$ cat src/rtl/ir_fetch_controller.sv
// Instruction fetch sequencer: two byte reads per 16-bit instruction (low byte, then high byte),
// owning the PC, the memory read handshake, a per-read timeout and the IR write strobes.
module ir_fetch_controller #(
  parameter int unsigned ADDR_W   = 16,
  parameter int unsigned RESET_PC = 0,
  parameter int unsigned WAIT_MAX = 15
) (
  input  logic              Clock,
  input  logic              Reset,
  input  logic              Start,
  input  logic              Stall,
  input  logic              PCLoad,
  input  logic [ADDR_W-1:0] PCLoadValue,
  input  logic              MemReady,
  output logic              MemRead,
  output logic [ADDR_W-1:0] MemAddr,
  output logic              IRWrite,
  output logic              IRLH,
  output logic [ADDR_W-1:0] PC,
  output logic              InstrValid,
  output logic              Busy,
  output logic              FetchError
);

  // Counter only needs to reach WAIT_MAX-1; the timeout fires on the next empty cycle.
  localparam int unsigned CNT_W = (WAIT_MAX < 2) ? 1 : $clog2(WAIT_MAX);

  typedef enum logic [1:0] {
    IDLE    = 2'd0,
    FETCH_L = 2'd1,
    FETCH_H = 2'd2,
    VALID   = 2'd3
  } state_t;

  state_t           state;
  logic [CNT_W-1:0] wait_cnt;
  logic             fetching;

  assign fetching = (state == FETCH_L) || (state == FETCH_H);

  // Moore decode with MemReady gating; Stall and PCLoad suppress the write-side strobes.
  assign MemRead    = fetching && !Stall;
  assign MemAddr    = PC;
  assign IRWrite    = fetching && MemReady && !Stall && !PCLoad;
  assign IRLH       = (state == FETCH_H);
  assign InstrValid = (state == VALID) && !Stall && !PCLoad;
  assign Busy       = fetching;

  always_ff @(posedge Clock or posedge Reset) begin
    if (Reset) begin
      state      <= IDLE;
      PC         <= ADDR_W'(RESET_PC);
      wait_cnt   <= '0;
      FetchError <= 1'b0;
    end else if (PCLoad) begin
      // Flush: any half-written IR is abandoned and never reported valid.
      state      <= IDLE;
      PC         <= PCLoadValue;
      wait_cnt   <= '0;
      FetchError <= 1'b0;
    end else if (!Stall) begin
      case (state)
        IDLE: begin
          if (Start && !FetchError) state <= FETCH_L;
        end
        FETCH_L, FETCH_H: begin
          if (MemReady) begin
            PC       <= PC + ADDR_W'(1);
            wait_cnt <= '0;
            state    <= (state == FETCH_L) ? FETCH_H : VALID;
          end else if (wait_cnt == CNT_W'(WAIT_MAX - 1)) begin
            // PC keeps pointing at the byte that never arrived.
            FetchError <= 1'b1;
            wait_cnt   <= '0;
            state      <= IDLE;
          end else begin
            wait_cnt <= wait_cnt + CNT_W'(1);
          end
        end
        VALID: begin
          state <= Start ? FETCH_L : IDLE;
        end
      endcase
    end
  end

endmodule

$ cat config.mk
export PLATFORM = sky130hd
export DESIGN_NAME = ir_fetch_controller
export DESIGN_NICKNAME = d
export VERILOG_FILES = /design/src/rtl/ir_fetch_controller.sv
export SDC_FILE = /design/constraint.sdc
export NUM_CORES = 1
export LEC_CHECK = 0
export ABC_AREA = 1
export BUFFER_PORTS_ARGS = -buffer_cell sky130_fd_sc_hd__buf_2
export CAP_MARGIN = 5
export CORE_MARGIN = 3
export CORE_UTILIZATION = 48
export DETAILED_ROUTE_END_ITERATION = 10
export PLACE_DENSITY = 0.82
export SETUP_SLACK_MARGIN = 0.15
export SYNTH_ARGS = -nofsm -noshare
export SYNTH_HDL_FRONTEND = slang
export SYNTH_SLANG_ARGS = --single-unit
$ cat constraint.sdc
create_clock -name Clock -period 3.5 [get_ports Clock]
set_clock_uncertainty 0.05 [all_clocks]
set_input_delay 1.05 -clock Clock [delete_from_list [all_inputs] [get_ports Clock]]
set_output_delay 1.05 -clock Clock [all_outputs]
set_load 0.02 [all_outputs]
==> impl_metrics.py <==
metrics = {
    "sta": {
        "tns_ps": 0,
        "clock.fmax_mhz": 342.6,
        "min_period_ps": 2919,
        "setup_viol": 0,
        "rsz0062_at_grt": "false",
        "hold_violations": 0,
        "worst_pin_slew_ps": 872.1,
        "relSlewSlack_pct": 41.79,
        "slew_violations": 0,
        "whs_ps": 495.9,
        "period_share_pct": 83.41,
    },
    "placement": {
        "portBuffers": 59,
        "gp_congestion": 0.8441,
        "dp_hpwl_mm": 3.146,
        "placed_area_um2": 1989,
    },
    "layout": {
        "multiInputGateArea_um2": 932.1,
        "drive_above_1_share_pct": 32.27,
        "fillCellCount": 346,
        "area_growth_pct": 12.76,
        "stdcell_area_um2": 2034,
        "final_common_cell": "buf_2",
        "seq_area_um2": 575.6,
        "num-nets-final": 313,
        "diodes": 0,
        "final_cell_mix": "buf_2, nand2_1, inv_1",
    },
    "synth": {
        "ys_types": 32,
        "synth_cells": 240,
        "syn_nets": 270,
        "yosysWarnings": 0,
        "synth_area_um2": 1804,
        "yosys_register_bits": 23,
        "syn_area_per_cell_um2": 7.518,
        "seq_area_frac_synth_pct": 31.90,
    },
    "detailed_routing": {
        "drt_pass1_iterations": 4,
        "vias_per_cell": 5.043,
        "ant_nets": 0,
        "routed_wl_mm": 4.048,
        "top_layer": "met4",
        "via_count": 1654,
        "drtIter0Drc": 68,
        "wl_met1_mm": 1.617,
        "drt_drc_violations_left": 0,
        "wl_met3_um": 269,
        "wl_per_cell_um": 12.34,
        "wl_met2_mm": 2.097,
    },
    "power_and_ir_drop": {
        "p_leak_nw": 1.079,
        "power_density_nw_per_um2": 511.9,
        "vdd_drop_max_mv": 0.3202,
        "design_power_total_mw": 1.041,
    },
    "setup_path": {
        "r2r_setup_slack_ps": 1570,
        "required_ps": 2400,
        "path_class": "in -> out",
        "cp-end-kind": "output pin",
        "critPathMaxFanout": 20,
        "worstPathArrival_ps": 1820,
        "crit_path_start_kind": "input pin",
    },
    "grt": {
        "grt_pass1_wl_mm": 6.748,
        "grtUsageTotal_pct": 19.71,
        "gr-total-overflow": 0,
        "grt_antenna_before_repair": 0,
        "grt_max_degree": 24,
        "grt_pass1_vias": 1526,
    },
    "run_status": {
        "status": "finished clean",
    },
    "floorplan": {
        "fp.dieH_um": 67.31,
        "core_area_um2": 3468,
        "die_w_um": 67.31,
        "pin_count": 60,
        "start_util_pct": 52.02,
        "num_rows": 21,
        "dieArea_um2": 4531,
    },
    "clocking": {
        "clk_latency_ps": 270,
        "clockBufferDepth": 2,
        "htreeDepth": 1,
        "clk_pin_slew_ps": 80,
        "cts_tree": "built",
        "cts_buffers": 3,
        "cts-hold-fix-buffers": 0,
        "cts_root_buf": "clkbuf_8",
        "cts_setup_buffers": 0,
        "clock_sinks": 23,
        "postCtsResizedCells": 0,
    },
    "hold_path": {
        "min-delay-path-class": "reg -> reg",
    },
    "job": {
        "cap_viol_max_count": 0,
    },
}
-- state kept, by name, indices dropped and copies added (netlist names) --
| name | count |
|---|---|
| FetchError | 1 |
| wait_cnt | 4 |
| MemAddr | 16 |
| state | 2 |
-- area by class of cell --
type / instances / area share [%]
Multi-Input combinational cell: 164 / 45.82
Sequential cell: 23 / 28.29
Timing Repair Buffer: 60 / 14.88
Inverter: 31 / 5.966
Tap cell: 46 / 2.829
Clock buffer: 4 / 2.214
-- path summary, 6_finish.rpt --
check,from,end,cells after the start
max,PCLoad,IRWrite,5
max in group asynchronous,Reset,state[0]$_DFFE_PP0P_,2
min,wait_cnt[3]$_DFFE_PP0P_,wait_cnt[3]$_DFFE_PP0P_,2
min in group asynchronous,Reset,MemAddr[11]$_DFFE_PP0P_,2
max reg2reg,state[0]$_DFFE_PP0P_,MemAddr[12]$_DFFE_PP0P_,10
min reg2reg,wait_cnt[3]$_DFFE_PP0P_,wait_cnt[3]$_DFFE_PP0P_,2
-- report_power, final --
part / total, mW / switching (mW) / internal [mW]
Combinational: 0.479 / 0.318 / 0.162
Sequential: 0.391 / 0.0779 / 0.313
Clock: 0.171 / 0.0895 / 0.0816
-- synthesized netlist by cell type (all sizes together) --
| cell | number | area, um2 |
|---|---|---|
| nand2 | 63 | 264.0 |
| inv | 31 | 121.4 |
| nor2 | 25 | 143.9 |
| dfrtp | 23 | 575.6 |
| o21ai | 23 | 118.9 |
| buf | 22 | 175.2 |
| nand3 | 19 | 100.1 |
| ha | 8 | 100.1 |
| a21oi | 7 | 42.54 |
| a22oi | 7 | 62.56 |
| nand4 | 3 | 18.77 |
| xnor2 | 2 | 17.52 |
| a211oi | 1 | 7.510 |
| a2bb2oi | 1 | 15.01 |
| and3 | 1 | 6.260 |
| o21bai | 1 | 11.26 |
| o22ai | 1 | 6.260 |
| o32ai | 1 | 8.760 |
| xor2 | 1 | 8.760 |
-- per-layer routing --
layer / up-vias / global-route usage (%)
li1: 838 / -
met4: 0 / 6.835
met3: 8 / 3.827
met1: 755 / 23.19
met2: 53 / 35.46
met5: - / 0
-- stage by stage --
stage | cells | utilization, % | worst slack (ps)
final | 328 | 58.66 | 580.8
after global routing | 328 | 58.66 | 509.2
after floorplan | 240 | - | 753.5
after detailed placement | 324 | 57.36 | 576.1
after global placement | 324 | 57.36 | 609.3
after CTS | 328 | 58.66 | 577.4
-- worst max-delay path, cell delays in order --
cell and delay, ps:
buf_2 120, inv_4 190, nand3_2 150, inv_2 130, buf_2 180
-- cells by family after synthesis --
| group | count (synthesis) | synth area share (%) |
|---|---|---|
| AOI/OAI and AO/OA | 42 | 15.12 |
| xor gates and xnor gates | 3 | 1.457 |
| adders and majority gates | 8 | 5.548 |
| buffers and inverters | 53 | 16.44 |
| DFF | 23 | 31.90 |
| and+or+nand+nor | 111 | 29.54 |
(Power assumes the default switching activity.)
